<file path="src/rtl/onehot_rx_monitor_pkg.sv">
// onehot_pkg
// Shared constants for consumers of the rotating one-hot ring pattern.
// Holds the default ring width, the default lock threshold and the FSM
// state encodings used by onehot_rx_monitor.
// Optional feature macro used elsewhere in this slice: ONEHOT_RX_BIDIR_EN.
package onehot_pkg;

  localparam int WIDTH_DEF    = 8;
  localparam int LOCK_CNT_DEF = 4;

  // Encodings are fixed so status software can decode the state directly.
  localparam logic [1:0] ST_HUNT   = 2'd0;
  localparam logic [1:0] ST_TRACK  = 2'd1;
  localparam logic [1:0] ST_LOCKED = 2'd2;

endpackage

</file>
<file path="src/rtl/onehot_rx_monitor_if.sv">
// onehot_rx_monitor_if
// Bundles the sample strobe/pattern/clear inputs and the status outputs of
// onehot_rx_monitor.
//   master : drives pi_en, pi_a, pi_clr; observes all po_* status.
//   slave  : the monitor itself; reads pi_*, drives po_*.
// With ONEHOT_RX_BIDIR_EN defined an extra po_dir status bit is present.
interface onehot_rx_monitor_if #(
  parameter int WIDTH = 8,
  parameter int IDX_W = 3,
  parameter int ERR_W = 8
);

  logic             pi_en;
  logic [WIDTH-1:0] pi_a;
  logic             pi_clr;
  logic [IDX_W-1:0] po_idx;
  logic             po_idx_vld;
  logic             po_onehot_err;
  logic             po_seq_err;
  logic             po_wrap;
  logic             po_locked;
  logic [ERR_W-1:0] po_err_cnt;
`ifdef ONEHOT_RX_BIDIR_EN
  logic             po_dir;
`endif

  modport master (
    output pi_en, pi_a, pi_clr,
`ifdef ONEHOT_RX_BIDIR_EN
    input  po_dir,
`endif
    input  po_idx, po_idx_vld, po_onehot_err, po_seq_err, po_wrap,
           po_locked, po_err_cnt
  );

  modport slave (
    input  pi_en, pi_a, pi_clr,
`ifdef ONEHOT_RX_BIDIR_EN
    output po_dir,
`endif
    output po_idx, po_idx_vld, po_onehot_err, po_seq_err, po_wrap,
           po_locked, po_err_cnt
  );

endinterface

</file>
<file path="src/rtl/onehot_rx_monitor_dec.sv">
// onehot_dec
// Purely combinational one-hot decoder, reusable by any ring consumer.
//   a_i     : pattern under test
//   idx_o   : position of the set bit (meaningful only when valid_o=1)
//   valid_o : exactly one bit of a_i is set
module onehot_dec #(
  parameter int WIDTH = 8,
  parameter int IDX_W = 3
) (
  input  logic [WIDTH-1:0] a_i,
  output logic [IDX_W-1:0] idx_o,
  output logic             valid_o
);

  // a & (a-1) clears the lowest set bit, so it is zero only for zero or
  // single-bit patterns; the non-zero test removes the all-zero case.
  always_comb begin
    valid_o = (a_i != '0) && ((a_i & (a_i - WIDTH'(1))) == '0);
  end

  // OR of the indices of all set bits; equals the index when one-hot.
  always_comb begin
    idx_o = '0;
    for (int i = 0; i < WIDTH; i++) begin
      if (a_i[i]) idx_o = idx_o | IDX_W'(i);
    end
  end

endmodule

</file>
<file path="src/rtl/onehot_rx_monitor.sv">
// onehot_rx_monitor
// Receive-side checker for the rotating one-hot running light. On each
// pi_en strobe the pattern is decoded, checked for one-hot form and for a
// single-position step from the previous sample; a run of LOCK_CNT correct
// steps enters LOCKED. Errors are counted in a saturating counter.
// Ports:
//   clk, rst : clock, synchronous active-high reset
//   bus      : onehot_rx_monitor_if.slave (pi_en/pi_a/pi_clr in,
//              po_idx/po_idx_vld/po_onehot_err/po_seq_err/po_wrap/
//              po_locked/po_err_cnt out)
// Macro ONEHOT_RX_BIDIR_EN: also accept -1 steps, direction shown on po_dir.
module onehot_rx_monitor
  import onehot_pkg::*;
#(
  parameter int WIDTH    = WIDTH_DEF,
  parameter int IDX_W    = 3,
  parameter int LOCK_CNT = LOCK_CNT_DEF,
  parameter int ERR_W    = 8
) (
  input logic               clk,
  input logic               rst,
  onehot_rx_monitor_if.slave bus
);

  localparam logic [3:0]       LOCK_V = 4'(LOCK_CNT);
  localparam logic [IDX_W-1:0] TOP_I  = IDX_W'(WIDTH - 1);

  logic [IDX_W-1:0] decIdx;
  logic             decValid;

  onehot_dec #(.WIDTH(WIDTH), .IDX_W(IDX_W)) u_dec (
    .a_i     (bus.pi_a),
    .idx_o   (decIdx),
    .valid_o (decValid)
  );

  logic [1:0]       state_q, state_d;
  logic [IDX_W-1:0] prev_q, prev_d;
  logic [3:0]       good_q, good_d;
  logic [IDX_W-1:0] idx_q, idx_d;
  logic             idxVld_q, idxVld_d;
  logic             ohErr_q, ohErr_d;
  logic             seqErr_q, seqErr_d;
  logic             wrap_q, wrap_d;
  logic [ERR_W-1:0] err_q, err_d;
  logic [IDX_W-1:0] fwdIdx;
  logic             stepOk;
  logic             wrapHit;
`ifdef ONEHOT_RX_BIDIR_EN
  logic             dir_q, dir_d;
  logic [IDX_W-1:0] bwdIdx;
`endif

  // Neighbouring positions of the previous sample, with explicit wrap so
  // non-power-of-two widths work too.
  always_comb begin
    fwdIdx = (prev_q == TOP_I) ? '0 : prev_q + IDX_W'(1);
`ifdef ONEHOT_RX_BIDIR_EN
    bwdIdx = (prev_q == '0) ? TOP_I : prev_q - IDX_W'(1);
`endif
  end

  // Step acceptance. With bidirectional support the first step of a run
  // (TRACK, good count 0) may go either way and latches the direction.
  always_comb begin
`ifdef ONEHOT_RX_BIDIR_EN
    dir_d = dir_q;
    if (state_q == ST_TRACK && good_q == 4'd0) begin
      stepOk = (decIdx == fwdIdx) || (decIdx == bwdIdx);
      if (bus.pi_en && decValid && stepOk) dir_d = (decIdx != fwdIdx);
    end else if (dir_q) begin
      stepOk = (decIdx == bwdIdx);
    end else begin
      stepOk = (decIdx == fwdIdx);
    end
    wrapHit = dir_q ? (prev_q == '0) : (prev_q == TOP_I);
`else
    stepOk  = (decIdx == fwdIdx);
    wrapHit = (prev_q == TOP_I);
`endif
  end

  // Main FSM and output next-state. Pulses default low so they only last
  // one cycle; everything else holds unless a strobe arrives.
  always_comb begin
    state_d  = state_q;
    prev_d   = prev_q;
    good_d   = good_q;
    idx_d    = idx_q;
    idxVld_d = 1'b0;
    ohErr_d  = 1'b0;
    seqErr_d = 1'b0;
    wrap_d   = 1'b0;
    if (bus.pi_en) begin
      if (decValid) begin
        idx_d    = decIdx;
        idxVld_d = 1'b1;
      end
      case (state_q)
        ST_HUNT: begin
          if (decValid) begin
            state_d = ST_TRACK;
            prev_d  = decIdx;
            good_d  = 4'd0;
          end else begin
            ohErr_d = 1'b1;
          end
        end
        ST_TRACK, ST_LOCKED: begin
          if (!decValid) begin
            ohErr_d = 1'b1;
            state_d = ST_HUNT;
            good_d  = 4'd0;
          end else if (stepOk) begin
            prev_d = decIdx;
            if (state_q == ST_LOCKED) begin
              wrap_d = wrapHit;
            end else begin
              good_d = good_q + 4'd1;
              if (good_q + 4'd1 == LOCK_V) state_d = ST_LOCKED;
            end
          end else begin
            seqErr_d = 1'b1;
            state_d  = ST_TRACK;
            good_d   = 4'd0;
            prev_d   = decIdx;
          end
        end
        default: state_d = ST_HUNT;
      endcase
    end
  end

  // Error counter: clear wins over a same-cycle increment; saturates.
  always_comb begin
    err_d = err_q;
    if (bus.pi_clr) begin
      err_d = '0;
    end else if ((ohErr_d || seqErr_d) && err_q != '1) begin
      err_d = err_q + ERR_W'(1);
    end
  end

  always_ff @(posedge clk) begin
    if (rst) begin
      state_q  <= ST_HUNT;
      prev_q   <= '0;
      good_q   <= 4'd0;
      idx_q    <= '0;
      idxVld_q <= 1'b0;
      ohErr_q  <= 1'b0;
      seqErr_q <= 1'b0;
      wrap_q   <= 1'b0;
      err_q    <= '0;
`ifdef ONEHOT_RX_BIDIR_EN
      dir_q    <= 1'b0;
`endif
    end else begin
      state_q  <= state_d;
      prev_q   <= prev_d;
      good_q   <= good_d;
      idx_q    <= idx_d;
      idxVld_q <= idxVld_d;
      ohErr_q  <= ohErr_d;
      seqErr_q <= seqErr_d;
      wrap_q   <= wrap_d;
      err_q    <= err_d;
`ifdef ONEHOT_RX_BIDIR_EN
      dir_q    <= dir_d;
`endif
    end
  end

  assign bus.po_idx        = idx_q;
  assign bus.po_idx_vld    = idxVld_q;
  assign bus.po_onehot_err = ohErr_q;
  assign bus.po_seq_err    = seqErr_q;
  assign bus.po_wrap       = wrap_q;
  assign bus.po_locked     = (state_q == ST_LOCKED);
  assign bus.po_err_cnt    = err_q;
`ifdef ONEHOT_RX_BIDIR_EN
  assign bus.po_dir        = dir_q;
`endif

endmodule

</file>
<file path="src/flat_wrapper.sv">
// flat-port wrapper written by rule: the top's interface ports become plain ports
module onehot_rx_monitor_flat import onehot_pkg::*;
#(
  parameter int WIDTH    = WIDTH_DEF,
  parameter int IDX_W    = 3,
  parameter int LOCK_CNT = LOCK_CNT_DEF,
  parameter int ERR_W    = 8
)
  (clk, rst, bus_pi_en, bus_pi_a, bus_pi_clr, bus_po_idx, bus_po_idx_vld, bus_po_onehot_err, bus_po_seq_err, bus_po_wrap, bus_po_locked, bus_po_err_cnt);
  onehot_rx_monitor_if #(.WIDTH(WIDTH), .IDX_W(IDX_W), .ERR_W(ERR_W)) bus_i ();
  input logic clk;
  input logic rst;
  input wire logic [$bits(bus_i.pi_en)-1:0] bus_pi_en;
  input wire logic [$bits(bus_i.pi_a)-1:0] bus_pi_a;
  input wire logic [$bits(bus_i.pi_clr)-1:0] bus_pi_clr;
  output wire logic [$bits(bus_i.po_idx)-1:0] bus_po_idx;
  output wire logic [$bits(bus_i.po_idx_vld)-1:0] bus_po_idx_vld;
  output wire logic [$bits(bus_i.po_onehot_err)-1:0] bus_po_onehot_err;
  output wire logic [$bits(bus_i.po_seq_err)-1:0] bus_po_seq_err;
  output wire logic [$bits(bus_i.po_wrap)-1:0] bus_po_wrap;
  output wire logic [$bits(bus_i.po_locked)-1:0] bus_po_locked;
  output wire logic [$bits(bus_i.po_err_cnt)-1:0] bus_po_err_cnt;
  assign bus_i.pi_en = bus_pi_en;
  assign bus_i.pi_a = bus_pi_a;
  assign bus_i.pi_clr = bus_pi_clr;
  assign bus_po_idx = bus_i.po_idx;
  assign bus_po_idx_vld = bus_i.po_idx_vld;
  assign bus_po_onehot_err = bus_i.po_onehot_err;
  assign bus_po_seq_err = bus_i.po_seq_err;
  assign bus_po_wrap = bus_i.po_wrap;
  assign bus_po_locked = bus_i.po_locked;
  assign bus_po_err_cnt = bus_i.po_err_cnt;
  onehot_rx_monitor #(.WIDTH(WIDTH), .IDX_W(IDX_W), .LOCK_CNT(LOCK_CNT), .ERR_W(ERR_W)) u_core (.clk(clk), .rst(rst), .bus(bus_i));
endmodule
</file>
<file path="config.mk">
export PLATFORM = sky130hd
export DESIGN_NAME = onehot_rx_monitor_flat
export DESIGN_NICKNAME = d
export VERILOG_FILES = /design/src/rtl/onehot_rx_monitor_pkg.sv /design/src/rtl/onehot_rx_monitor_if.sv /design/src/rtl/onehot_rx_monitor_dec.sv /design/src/rtl/onehot_rx_monitor.sv /design/src/flat_wrapper.sv
export SDC_FILE = /design/constraint.sdc
export NUM_CORES = 1
export LEC_CHECK = 0
export BUFFER_PORTS_ARGS = -buffer_cell sky130_fd_sc_hd__clkbuf_2
export CORE_MARGIN = 5
export CORE_UTILIZATION = 35
export CTS_BUF_LIST = sky130_fd_sc_hd__clkbuf_8
export DETAILED_ROUTE_END_ITERATION = 10
export GPL_ROUTABILITY_DRIVEN = 0
export SETUP_SLACK_MARGIN = 0.05
export SYNTH_ARGS = -nofsm -noshare
export SYNTH_HDL_FRONTEND = slang
export SYNTH_SLANG_ARGS = --single-unit
</file>
<file path="constraint.sdc">
create_clock -name clk -period 2.8 [get_ports clk]
set_clock_uncertainty 0.2 [all_clocks]
set_input_delay 0.7 -clock clk [delete_from_list [all_inputs] [get_ports clk]]
set_output_delay 0.7 -clock clk [all_outputs]
set_load 0.01 [all_outputs]
</file>
Yosys cells after proc, flatten, opt, wreduce, memory -nomap -nowiden:

Index checks and enable logic that the tools add are counted.

* flip-flop bits (word level): 24
* input port bits: 12
* output and inout bits: 16
* logic and storage cells: 71

* add/subtract/negate cells: 4
* eq/ne operators: 9
* multiplexer cells: 27
* bitwise operators: 6
* reduce and logical (&&, ||, !) cells: 16

Operator list (number)
* two-way mux 4 bit: 4
* two-way mux 3 bit: 5
* two-way mux 2 bit: 7
* two-way mux 1 bit: 9
* adder 8 x 1 -> 8 bit, second input constant: 1
* AND 8 bit: 1
* logical NOT 8 bit: 1
* != test 4 bit, second input constant: 2
* != test 8 bit, second input constant: 1
* one-hot mux 4 bit (2 select lines): 1
* AND reduction 4 bit: 2
* nonzero test 8 bit: 1
* subtractor 8 x 1 -> 8 bit, second input constant: 1
* OR reduction 2 bit: 3
* OR reduction 6 bit: 1
* NOT 1 bit: 5
* adder 4 x 1 -> 4 bit, second input constant: 1
* equality test 4 x 3 -> 1 bit, second input constant: 1
* one-hot mux 2 bit (2 select lines): 1
* adder 3 x 1 -> 3 bit, second input constant: 1
* equality test 3 bit: 1
* equality test 3 bit, second input constant: 1
* AND reduction 3 bit: 1
* OR reduction 3 bit: 1
* other kinds (8): 9

Depth between registers and ports, before layout:

* depth in word-level cells: 14
* mapped depth: 8
* depth with buffers taken out: 7

Cells and area by module:

From an unflattened synthesis, not the netlist that was laid out.

* cells, all modules: 171
* area total of the unflattened synthesis: 1547.7 µm²

Modules (own cells, without submodules)
* onehot_rx_monitor: times used 1, cells an instance 157, area each 1430.1 µm², seq. area each 480.5 µm²
* onehot_dec: times used 1, cells an instance 14, area each 117.6 µm², seq. area each 0.0 µm²

Worst setup path after synthesis:

OpenSTA, ideal clock, no wires.

* path kind: input -> register
* start point: input port bus_pi_a[2]
* end point: register u_core.good_q[0]
* library setup time: 0.121 ns
* arrival: 2.449 ns
* path slack: 0.031 ns
* stages on the path: 7
* buffers on the path: 1
* cells stage by stage: or4_4 mux2_4 o31a_1 buf_6 o2111ai_1 nor3_1 mux2_2

* longest elaborated chain between the ends: 10
* elaborated cells between the ends (all ways): 18

Ends and longest elaborated chain
* start, declared: RTL line flat_wrapper.sv:14 `input wire logic [$bits(bus_i.pi_a)-1:0] bus_pi_a;`
* branches (longest 10 deep; another with subtractor 8 x 1 -> 8 bit)
* end signal, assigned: RTL line onehot_rx_monitor.sv:161 `good_q <= good_d;`
* end, declared: RTL line onehot_rx_monitor.sv:39 `logic [3:0] good_q, good_d;`

Several ways; the timed one is not identified.
A chain may end at the register's enable or synchronous reset.

Worst setup path after layout:

* start point: input port bus_pi_a[1]
* end point: register u_core.good_q[0]

* longest elaborated chain between the ends: 11
* elaborated cells between the ends (all ways): 19

Ends and longest elaborated chain
* two-way mux 1 bit: RTL line onehot_rx_monitor_dec.sv:25 `if (a_i[i]) idx_o = idx_o | IDX_W'(i);`
* two-way mux 2 bit (2 in series): RTL line onehot_rx_monitor_dec.sv:25
* two-way mux 3 bit (4 in series): RTL line onehot_rx_monitor_dec.sv:25
* equality test 3 bit: RTL line onehot_rx_monitor.sv:78 `stepOk = (decIdx == fwdIdx);`
* two-way mux 4 bit: RTL line onehot_rx_monitor.sv:114 `end else if (stepOk) begin`
* two-way mux 4 bit: RTL line onehot_rx_monitor.sv:110 `if (!decValid) begin`
* one-hot mux 4 bit (2 select lines): RTL line onehot_rx_monitor.sv:99 `case (state_q)`

Parallel ways exist; a longest one is shown, timed or not.

==> impl_metrics.ini <==
[synth]
yosys.area_share.adder_pct = 8.14
synth_nets = 184
yosysWarnings = 0
synth_top_family_by_area = simple AND/OR/NAND/NOR gates
synth.cell_area_mm2 = 0.00151
synth_edf_count = 0
yosys.area_share.simple_pct = 30.6
ys_ff_latch = 24
seq_area_frac_synth_pct = 31.9
synth-compound-area-share_pct = 17.5
synth.distinct_cells = 56
ys.flop_type = dfxtp_1
syn_inst = 163
synth_xor_area_share_pct = 1.16
syn_area_per_cell_um2 = 9.24
async_flop_share_pct = 0
synthMuxAreaShare_pct = 7.06

[drt]
viasPerCell = 5.23
routed_wl_mm = 3.34
vias = 1355
ant_nets = 0
dr.pass1.iters = 4
drc = 0
drt_iter0_drc = 104
wl_per_cell_um = 12.9

[floorplan]
core_area_mm2 = 0.00409
rows = 23
die_area_mm2 = 0.00572
ioPinCount = 28
die_y_um = 75.6
die_w_um = 75.6
start_util_pct = 36.9

[clock_tree]
hold_buffers = 0
clkTransAtPathRegs_ps = 80
htree_levels = 1
tritoncts = built
cts_sinks = 24
cts.path.max_buffers = 2
cts_buffers = 3
root_buffer = clkbuf_8
clk_latency_ps = 260

[timing]
setup-violations-final = 0
worstMarginPinSlew_ps = 563
finalHoldViolations = 0
setup_tns_ps = 0
post-route-period-util_pct = 96.6
drv_slew = 0
relSlewSlack_pct = 62.3
post-route-min-period_ps = 2710
grt_setup_unrepaired = true
clock.fmax_mhz = 370
hold_slack_ps = 288

[setup_path]
criticalPathCategory = in -> reg
timing.rr.start = u_core.prev_q[0]
start_kind = input pin
critPathCaptureType = flop
reg2reg_to = u_core.good_q[0]
cp.arrival_ps = 2720
cp-endpoint = u_core.good_q[0]
critPathLaunch = bus_pi_a[1]
reg2reg_depth = 8
worstPathMaxFanout = 9
critical_path_required_ps = 2820
r2r_slack_ps = 190

[place]
dp.cells = 251
io_buffers = 27
dpl.hpwl_mm = 2.54

[pwr]
p_leak_uw = 0.000839
pwr_density_cell_mw_per_mm2 = 340
ir_drop_v = 0.000270
total_power_uw = 659

[grt]
grt_max_degree = 17
grt_pass1_wl_mm = 5.45
gr-total-overflow = 0
antenna_found_initial = 0
groute.usage.overall_pct = 12.1
grt_pass1_vias = 1212

[layout]
layout_common_cells = 27 x clkbuf_2, 24 x dfxtp_1, 19 x buf_4
final_nets = 231
finalNonFillerCells = 259
area_delta_synth_final_pct = 28.8
final_common_cell = clkbuf_2
drive_gt1_share_pct = 35.4
antenna_cells = 0

[worst_hold_path]
hold_path.class = reg -> reg
holdPathStages = 2

[run_status]
status = completed

[flow_run]
cap_viol_max_count = 0
-- Yosys cell counts, drive strengths merged (4+ instances only) --
cell type / number / share of area (%)
nand2: 11 / 2.9
nand4: 5 / 2.1
or3: 7 / 3.1
nor4: 5 / 2.9
a21oi: 4 / 1.6
mux2i: 8 / 5.3
inv: 7 / 1.7
dfxtp: 24 / 32
o21ai: 6 / 2.0
nor3: 5 / 2.4
and3: 6 / 2.6
nor2: 11 / 2.7
a211oi: 7 / 4.3
ha: 9 / 7.5
nand3: 5 / 1.7
-- flip-flops by register name, summed over array words and instances (netlist names) --
name                      cells
u_core.prev_q                 3
u_core.bus.po_wrap            1
u_core.bus.po_onehot_err      1
u_core.state_q                2
u_core.bus.po_seq_err         1
u_core.good_q                 4
u_core.bus.po_idx             3
u_core.bus.po_idx_vld         1
u_core.bus.po_err_cnt         8
-- power by group --
group | internal (uW) | switching [uW]
combinational | 34.9 | 44.3
sequential | 344 | 2.39
clock | 126 | 107
-- worst min-delay path by stage --
stage,startpoint,end,slack [ps]
global route,u_core.bus.po_err_cnt[1],u_core.bus.po_err_cnt[1],330
global placement,u_core.state_q[0],u_core.state_q[0],270
CTS,u_core.state_q[0],u_core.state_q[0],290
floorplan,u_core.state_q[0],u_core.state_q[0],260
finish,u_core.state_q[0],u_core.state_q[0],290
detailed placement,u_core.state_q[0],u_core.state_q[0],280
-- kinds of logic (layout without fill, tap and decap cells) --
group,after synthesis,after routing
simple gates,73,73
compound gates,32,32
flops,24,24
buf+inv,12,58
fa+ha+maj,10,10
mux,10,10
xor+xnor,2,2
-- worst max-delay path, cell delays in order --
cell and delay (ps):
clkbuf_2 90, or4_4 580, mux2_4 330, o31a_1 250, buf_6 140, a31o_1 220
a21oi_2 220, mux2_4 180
-- final cells by class --
| type | count | area (um2) |
|---|---|---|
| clock buffer | 4 | 55.1 |
| multi-input combinational | 127 | 1030 |
| fill | 404 | 2150 |
| inverter | 7 | 26.3 |
| timing repair buffer | 47 | 289 |
| tap | 50 | 62.6 |
| sequential | 24 | 480 |
-- repair_timing --
action                                 CTS  global route
gates resized for setup                  0             8
pin swaps                                1             4
endpoints found under the hold margin    0             0
setup endpoints to repair               12            18
buffers inserted                         1             3
-- metrics by stage --
step / instance area, um2 / utilization [%] / setup WS, ps
finish: 1940 / 47.5 / 94.1
CTS: 1870 / 45.7 / 50.6
global route: 1940 / 47.5 / 35.1
floorplan: 1510 / - / 46.1
global placement: 1800 / 44.1 / -230
detailed placement: 1800 / 44.1 / -265
-- metal layers --
metal  wire length, um  vias up  global-route usage (%)  part of all wire (%)
li1                  -      703                       -                     -
met1              1690      625                    17.1                    51
met2              1490       22                    18.8                    45
met3               126        5                    2.77                   3.8
met4                32        0                    2.91                  0.96
met5                 0        -                       0                     0
Note: power is estimated with default switching activity, not from simulation.
